===== src/rtl/ctrl_pkg.sv =====
// ---------------------------------------------------------------------------
// ctrl_pkg
// Shared definitions for the decoded control word that travels through the
// ID -> EX -> MEM -> WB control pipeline (ctrl_pipe_chain).
//  - bit positions of every field in the 13-bit control word
//  - default per-stage keep masks (EX keeps all, MEM keeps memory fields,
//    WB keeps only RF_EN)
//  - saturating 16-bit increment used by the optional performance counters
// ---------------------------------------------------------------------------
package ctrl_pkg;

  localparam int CTRL_W = 13;

  // Field positions inside the control word
  localparam int OPC_LSB = 0;
  localparam int OPC_MSB = 3;
  localparam int AM_BIT    = 4;
  localparam int S_EN_BIT  = 5;
  localparam int LOAD_BIT  = 6;
  localparam int RF_EN_BIT = 7;
  localparam int SIZE_BIT  = 8;
  localparam int RW_BIT    = 9;
  localparam int EN_BIT    = 10;
  localparam int BL_BIT    = 11;
  localparam int B_BIT     = 12;

  // Fields each stage still needs once the word has entered it
  localparam logic [CTRL_W-1:0] EX_MASK  = 13'h1FFF;
  localparam logic [CTRL_W-1:0] MEM_MASK = 13'h07C0;
  localparam logic [CTRL_W-1:0] WB_MASK  = 13'h0080;

  // Increment when en is set, sticking at all-ones instead of wrapping
  function automatic logic [15:0] sat_inc16(input logic [15:0] val, input logic en);
    logic [15:0] res;
    if (en && (val != 16'hFFFF)) begin
      res = val + 16'h0001;
    end else begin
      res = val;
    end
    return res;
  endfunction

endpackage


===== src/rtl/ctrl_pipe_chain_if.sv =====
// ---------------------------------------------------------------------------
// ctrl_pipe_chain_if
// Bundle between the decode stage and the control pipeline.
//  master (decode side) drives: LE, S, flush, in_valid, in_ctrl
//  slave  (pipeline)    drives: stage_ctrl, stage_vld, occupancy,
//                                stall_cnt, bubble_cnt
// ---------------------------------------------------------------------------
interface ctrl_pipe_chain_if #(
  parameter int CTRL_W = 13,
  parameter int STAGES = 3
);

  localparam int OCC_W = $clog2(STAGES + 1);

  logic                       LE;
  logic                       S;
  logic                       flush;
  logic                       in_valid;
  logic [CTRL_W-1:0]          in_ctrl;
  logic [STAGES*CTRL_W-1:0]   stage_ctrl;
  logic [STAGES-1:0]          stage_vld;
  logic [OCC_W-1:0]           occupancy;
  logic [15:0]                stall_cnt;
  logic [15:0]                bubble_cnt;

  modport master (
    output LE, S, flush, in_valid, in_ctrl,
    input  stage_ctrl, stage_vld, occupancy, stall_cnt, bubble_cnt
  );

  modport slave (
    input  LE, S, flush, in_valid, in_ctrl,
    output stage_ctrl, stage_vld, occupancy, stall_cnt, bubble_cnt
  );

endinterface


===== src/rtl/ctrl_stage_reg.sv =====
// ---------------------------------------------------------------------------
// ctrl_stage_reg
// One stage of the control pipeline: control word + valid flop.
//  clk, rst     clock / asynchronous active-high reset
//  load_i       advance: capture ctrl_i/vld_i
//  clear_i      load a bubble (wins over load_i)
//  ctrl_i       incoming control word (pruned with KEEP on entry)
//  vld_i        incoming valid
//  ctrl_o       registered control word (always 0 when vld_o=0)
//  vld_o        registered valid
//  nxt_vld_o    valid value that will be captured on the next edge
// ---------------------------------------------------------------------------
module ctrl_stage_reg #(
  parameter int              W    = 13,
  parameter logic [W-1:0]    KEEP = '1
) (
  input  logic          clk,
  input  logic          rst,
  input  logic          load_i,
  input  logic          clear_i,
  input  logic [W-1:0]  ctrl_i,
  input  logic          vld_i,
  output logic [W-1:0]  ctrl_o,
  output logic          vld_o,
  output logic          nxt_vld_o
);

  logic [W-1:0] ctrl_q, ctrl_d;
  logic         vld_q, vld_d;

  // Next-state selection: bubble, advance (pruned), or hold
  always_comb begin
    ctrl_d = ctrl_q;
    vld_d  = vld_q;
    if (clear_i) begin
      ctrl_d = '0;
      vld_d  = 1'b0;
    end else if (load_i) begin
      vld_d = vld_i;
      // Gating by vld_i keeps an invalid slot all-zero
      ctrl_d = vld_i ? (ctrl_i & KEEP) : '0;
    end else begin
      ctrl_d = ctrl_q;
      vld_d  = vld_q;
    end
  end

  // Stage flops
  always_ff @(posedge clk or posedge rst) begin
    if (rst) begin
      ctrl_q <= '0;
      vld_q  <= 1'b0;
    end else begin
      ctrl_q <= ctrl_d;
      vld_q  <= vld_d;
    end
  end

  assign ctrl_o    = ctrl_q;
  assign vld_o     = vld_q;
  assign nxt_vld_o = vld_d;

endmodule


===== src/rtl/ctrl_pipe_chain.sv =====
// ---------------------------------------------------------------------------
// ctrl_pipe_chain
// Control-signal pipeline carrying decoded control bits from ID through
// EX / MEM / WB, with per-stage valid, stall hold, flush of stage 0,
// per-stage field pruning and occupancy tracking.
//  clk          clock, rising edge
//  R            asynchronous active-high reset
//  bus (slave)  LE, S, flush, in_valid, in_ctrl in;
//               stage_ctrl, stage_vld, occupancy, stall_cnt, bubble_cnt out
// Build option: define CTRL_PIPE_PERF_EN to get the saturating stall and
// bubble counters; otherwise both outputs are constant 16'h0000.
// ---------------------------------------------------------------------------
module ctrl_pipe_chain
  import ctrl_pkg::*;
#(
  parameter int                          CTRL_W    = ctrl_pkg::CTRL_W,
  parameter int                          STAGES    = 3,
  parameter logic [STAGES*CTRL_W-1:0]    KEEP_MASK = {WB_MASK, MEM_MASK, EX_MASK}
) (
  input  logic                 clk,
  input  logic                 R,
  ctrl_pipe_chain_if.slave     bus
);

  localparam int OCC_W = $clog2(STAGES + 1);

  logic [CTRL_W-1:0] ctrl_s [STAGES];
  logic [STAGES-1:0] vld_s;
  logic [STAGES-1:0] nxt_vld_s;
  logic              bubble_in_s;
  logic [OCC_W-1:0]  occ_q, occ_d;

  // Stage 0 takes a bubble on flush (even while stalled) or when advancing
  // without a real instruction
  assign bubble_in_s = bus.flush | (bus.LE & (bus.S | ~bus.in_valid));

  genvar k;
  generate
    for (k = 0; k < STAGES; k++) begin : g_stage
      if (k == 0) begin : g_first
        ctrl_stage_reg #(
          .W    (CTRL_W),
          .KEEP (KEEP_MASK[0 +: CTRL_W])
        ) u_stage (
          .clk       (clk),
          .rst       (R),
          .load_i    (bus.LE),
          .clear_i   (bubble_in_s),
          .ctrl_i    (bus.in_ctrl),
          .vld_i     (1'b1),
          .ctrl_o    (ctrl_s[0]),
          .vld_o     (vld_s[0]),
          .nxt_vld_o (nxt_vld_s[0])
        );
      end else begin : g_rest
        ctrl_stage_reg #(
          .W    (CTRL_W),
          .KEEP (KEEP_MASK[k*CTRL_W +: CTRL_W])
        ) u_stage (
          .clk       (clk),
          .rst       (R),
          .load_i    (bus.LE),
          .clear_i   (1'b0),
          .ctrl_i    (ctrl_s[k-1]),
          .vld_i     (vld_s[k-1]),
          .ctrl_o    (ctrl_s[k]),
          .vld_o     (vld_s[k]),
          .nxt_vld_o (nxt_vld_s[k])
        );
      end
      assign bus.stage_ctrl[k*CTRL_W +: CTRL_W] = ctrl_s[k];
    end
  endgenerate

  assign bus.stage_vld = vld_s;

  // Population count of the valid vector the stages are about to load
  always_comb begin
    occ_d = '0;
    for (int i = 0; i < STAGES; i++) begin
      occ_d = occ_d + OCC_W'(nxt_vld_s[i]);
    end
  end

  // Occupancy register, updated on the same edge as the stage valids
  always_ff @(posedge clk or posedge R) begin
    if (R) begin
      occ_q <= '0;
    end else begin
      occ_q <= occ_d;
    end
  end

  assign bus.occupancy = occ_q;

`ifdef CTRL_PIPE_PERF_EN
  logic [15:0] stall_q, stall_d;
  logic [15:0] bubble_q, bubble_d;

  // Saturating next values for the performance counters
  always_comb begin
    stall_d  = sat_inc16(stall_q, ~bus.LE);
    bubble_d = sat_inc16(bubble_q, bubble_in_s);
  end

  // Performance counter registers
  always_ff @(posedge clk or posedge R) begin
    if (R) begin
      stall_q  <= 16'h0000;
      bubble_q <= 16'h0000;
    end else begin
      stall_q  <= stall_d;
      bubble_q <= bubble_d;
    end
  end

  assign bus.stall_cnt  = stall_q;
  assign bus.bubble_cnt = bubble_q;
`else
  assign bus.stall_cnt  = 16'h0000;
  assign bus.bubble_cnt = 16'h0000;
`endif

endmodule

===== src/flat_wrapper.sv =====
// flat-port wrapper written by rule: the top's interface ports become plain ports
module ctrl_pipe_chain_flat import ctrl_pkg::*;
#(
  parameter int                          CTRL_W    = ctrl_pkg::CTRL_W,
  parameter int                          STAGES    = 3,
  parameter logic [STAGES*CTRL_W-1:0]    KEEP_MASK = {WB_MASK, MEM_MASK, EX_MASK}
)
  (clk, R, bus_LE, bus_S, bus_flush, bus_in_valid, bus_in_ctrl, bus_stage_ctrl, bus_stage_vld, bus_occupancy, bus_stall_cnt, bus_bubble_cnt);
  ctrl_pipe_chain_if #(.CTRL_W(CTRL_W), .STAGES(STAGES)) bus_i ();
  input  logic clk;
  input  logic R;
  input wire logic [$bits(bus_i.LE)-1:0] bus_LE;
  input wire logic [$bits(bus_i.S)-1:0] bus_S;
  input wire logic [$bits(bus_i.flush)-1:0] bus_flush;
  input wire logic [$bits(bus_i.in_valid)-1:0] bus_in_valid;
  input wire logic [$bits(bus_i.in_ctrl)-1:0] bus_in_ctrl;
  output wire logic [$bits(bus_i.stage_ctrl)-1:0] bus_stage_ctrl;
  output wire logic [$bits(bus_i.stage_vld)-1:0] bus_stage_vld;
  output wire logic [$bits(bus_i.occupancy)-1:0] bus_occupancy;
  output wire logic [$bits(bus_i.stall_cnt)-1:0] bus_stall_cnt;
  output wire logic [$bits(bus_i.bubble_cnt)-1:0] bus_bubble_cnt;
  assign bus_i.LE = bus_LE;
  assign bus_i.S = bus_S;
  assign bus_i.flush = bus_flush;
  assign bus_i.in_valid = bus_in_valid;
  assign bus_i.in_ctrl = bus_in_ctrl;
  assign bus_stage_ctrl = bus_i.stage_ctrl;
  assign bus_stage_vld = bus_i.stage_vld;
  assign bus_occupancy = bus_i.occupancy;
  assign bus_stall_cnt = bus_i.stall_cnt;
  assign bus_bubble_cnt = bus_i.bubble_cnt;
  ctrl_pipe_chain #(.CTRL_W(CTRL_W), .STAGES(STAGES), .KEEP_MASK(KEEP_MASK)) u_core (.clk(clk), .R(R), .bus(bus_i));
endmodule

===== config.mk =====
export PLATFORM = sky130hd
export DESIGN_NAME = ctrl_pipe_chain_flat
export DESIGN_NICKNAME = d
export VERILOG_FILES = /design/src/rtl/ctrl_pkg.sv /design/src/rtl/ctrl_pipe_chain_if.sv /design/src/rtl/ctrl_stage_reg.sv /design/src/rtl/ctrl_pipe_chain.sv /design/src/flat_wrapper.sv
export SDC_FILE = /design/constraint.sdc
export NUM_CORES = 1
export LEC_CHECK = 0
export CORE_MARGIN = 2
export CORE_UTILIZATION = 39
export DETAILED_ROUTE_END_ITERATION = 8
export GPL_ROUTABILITY_DRIVEN = 0
export HOLD_SLACK_MARGIN = 0.1
export PLACE_DENSITY = 0.92
export RECOVER_POWER = 25
export SYNTH_ARGS = -nofsm -noshare
export SYNTH_HDL_FRONTEND = slang
export SYNTH_HIERARCHICAL = 1
export SYNTH_SLANG_ARGS = --single-unit

===== constraint.sdc =====
create_clock -name clk -period 3.65 [get_ports clk]
set_clock_uncertainty 0.15 [all_clocks]
set_input_delay 0.73 -clock clk [delete_from_list [all_inputs] [get_ports clk]]
set_output_delay 0.73 -clock clk [all_outputs]
set_load 0.02 [all_outputs]

==> qor.csv <==
stage,metric,value,unit
cts,TritonCTS clock tree,built,
floorplan,area of the core,0.00342,mm^2
floorplan,die area,0.00417,mm^2
timing,Rel. slew slack,65.7,%
timing,Max Slew Vio Count,0,
critical_path,Worst EP arrival,2590,ps
worst_hold_path,Min-Delay Path Class,flip-flop to flip-flop,
placement,Final HPWL DP,2150,um
logic_synthesis,Mean Syn Cell Area,9.86,um^2
layout,area grow syn2layout,20.6,%
critical_path,worst setup path category,input port to flip-flop,
logic_synthesis,register area share after synthesis,42.0,%
pwr,Power Density,290,mW/mm^2
pwr,Gate power share,23.2,%
global_routing,initial antenna violation count,0,
critical_path,FF-to-FF Start,u_core/g_stage[0].g_first.u_stage/vld_o,
critical_path,CP endpoint kind,flip-flop,
timing,unrepaired setup endpoints after global routing,false,
floorplan,initial core utilization,41.9,%
pwr,Seq pwr share,54.9,%
cts,post-CTS setup buffers,0,
cts,Clk Tree Root Cell,clkbuf_4,
worst_hold_path,Worst Hold Path EP,u_core/g_stage[1].g_rest.u_stage/ctrl_o[10],
floorplan,die width,64.6,um
pwr,Internal,345,uW
drt,Antenna Nets Post-Route,0,
critical_path,FF-to-FF path depth,3,
drt,Detailed Route Iter0 Violations,17,
layout,share of cells above drive strength 1,4.19,%
critical_path,CP Data Required Time,3750,ps
cts,post-cts repair resize count,0,
layout,Layout Nets,213,
pwr,total power draw,501,uW
logic_synthesis,Cell variety after synth,18,
run_status,outcome,"complete, no violations",
cts,cts hold-fix bufs,0,
timing,final setup TNS,0,ps
floorplan,number of top-level pins,95,
cts,htree depth,1,
logic_synthesis,Synth Cell Area,0.00143,mm^2
critical_path,Reg2Reg Setup Slack,2160,ps
run,Max Cap Viol,0,
pwr,Clock Power Share,21.9,%
pwr,Max VDD drop,0.000242,V
cts,# clock sinks,24,
drt,wire per inst,10.7,um
critical_path,Setup crit start kind,input port,
logic_synthesis,Synth Register Bits,24,
placement,port buffer count,42,
pwr,Pleak,0.000821,uW
global_routing,pin count of the biggest net entering global routing,27,
worst_hold_path,hold wc startpoint,u_core/g_stage[1].g_rest.u_stage/ctrl_o[10],
cts,CTS buffer count,3,
placement,Placed Area,0.00170,mm^2
cts,clock buffer depth,2,
pwr,P_sw,156,uW
timing,post-layout min period,2490,ps
timing,final worst path period share,68.3,%
global_routing,first-pass GRT wire length,4000,um
global_routing,global route total overflow,0,
drt,vias,942,
timing,endpoints failing setup,0,
drt,WL final,2540,um
drt,Vias per Instance,3.97,
worst_hold_path,Hold Path Stages,1,
critical_path,reg2reg end,u_core/bus.occupancy[0],
cts,Clock Latency Late Sink,300,ps
layout,ant diodes,0,
timing,Slew @ Worst Pin,514,ps
timing,FMAX,0.401,GHz
critical_path,Worst Path Max Fanout,12,
timing,Fin. Hold Viols,0,
global_routing,gr usage total,12.1,%
floorplan,chip height,64.6,um
floorplan,row count,21,
drt,first drt pass iteration count,4,
drt,DR DRC count,0,
cts,clock slew at reported path FFs,120,ps
logic_synthesis,Syn Inst Count,145,
logic_synthesis,Synth warnings,6,
pwr,Sw Ratio,31.1,%
global_routing,vias in the first global route,862,
layout,Layout Cell Area excl Fill,0.00173,mm^2
Yosys cell counts:
cell | count | share of area, %
a21o_1 | 1 | 0.53
a21oi_1 | 11 | 3.8
a21oi_2 | 1 | 0.61
a32o_1 | 7 | 4.9
and2b_4 | 1 | 0.70
buf_2 | 2 | 0.70
buf_4 | 54 | 28
buf_6 | 1 | 0.79
conb_1 | 4 | 1.0
dfrtp_1 | 24 | 42
fa_1 | 1 | 1.4
inv_1 | 4 | 1.0
mux2i_1 | 3 | 2.1
nand2b_1 | 13 | 5.7
nand3_1 | 12 | 4.2
nor2_1 | 4 | 1.0
nor2_2 | 1 | 0.44
nor2b_2 | 1 | 0.61
worst max-delay path, cell delays in order:
cell and delay, ps:
clkdlybuf4s50_1 780, a21o_1 400, nor2_1 140, fa_1 540
cell type report:
cell class,instances,area (um^2)
timing repair buffer,43,428
tap,46,57.6
sequential,24,601
clock buffer,3,22.5
fill,324,1690
inverter,4,15.0
multi-input combinational,117,602
flip-flops by register name, indices dropped and copies added, names as in the netlist:
signal / flops
u_core/g_stage.g_first.u_stage/ctrl_o: 13
u_core/g_stage.g_first.u_stage/vld_o: 1
u_core/g_stage.g_rest.u_stage/ctrl_o: 6
u_core/g_stage.g_rest.u_stage/vld_o: 2
u_core/bus.occupancy: 2
per-stage QoR:
| stage | util [%] | setup WS [ps] | hold slack [ps] | std cells |
|---|---|---|---|---|
| 3_5_place_dp | 49.9 | 821 | 346 | 234 |
| 2_1_floorplan | - | 1610 | 321 | 202 |
| 6_report | 50.5 | 1160 | 367 | 237 |
| 4_1_cts | 50.5 | 1140 | 373 | 237 |
| 3_3_place_gp | 49.9 | 845 | 325 | 234 |
| 5_1_grt | 50.5 | 1080 | 385 | 237 |
cells in the final DEF, fill, tap and decap left out, drive strengths merged:
master	Yosys	layout
buf	57	1
dfrtp	24	24
mux2i	3	3
clkbuf	0	3
nand2b	13	13
nand3	12	12
a21oi	12	12
and2b	1	1
a32o	7	7
clkdlybuf4s50	0	41
dlygate4sd3	0	1
inv	4	4
nor2b	1	1
conb	4	61
a21o	1	1
nor2	5	5
fa	1	1
worst max-delay path by stage:
stage                 from                 endpoint  slack [ps]
floorplan            bus_S  u_core/bus.occupancy[0]        1610
global placement    bus_LE  u_core/bus.occupancy[0]         850
detailed placement  bus_LE  u_core/bus.occupancy[0]         820
CTS                 bus_LE  u_core/bus.occupancy[0]        1140
global route        bus_LE  u_core/bus.occupancy[0]        1080
finish              bus_LE  u_core/bus.occupancy[0]        1160
per-layer routing:
metal,vias up,part of all wire [%],GRT usage [%]
met5,-,0,0
met4,0,1.5,4.52
met3,4,7.6,2.78
met2,52,51,19.1
met1,432,40,16.1
li1,454,-,-
power groups by stage:
| stage | Clock [uW] | Combinational [uW] | Sequential [uW] |
|---|---|---|---|
| floorplan | 0 | 117 | 286 |
| global placement | 0 | 114 | 280 |
| detailed placement | 0 | 115 | 280 |
| CTS | 113 | 116 | 275 |
| global route | 130 | 126 | 276 |
| finish | 110 | 116 | 275 |
logic make-up (layout without fill, tap and decap cells):
logic type / after synthesis / after routing / share of synthesized area, %
other: 4 / 61 / 1.05
adder cells (fa/ha/maj): 1 / 1 / 1.40
multiplexers: 3 / 3 / 2.10
buffers and inverters: 61 / 50 / 30.9
flip-flops: 24 / 24 / 42.0
AND/OR/NAND/NOR: 32 / 32 / 12.7
AO/OA/AOI/OAI: 20 / 20 / 9.89
No activity file was read; power rests on OpenSTA's default activity.
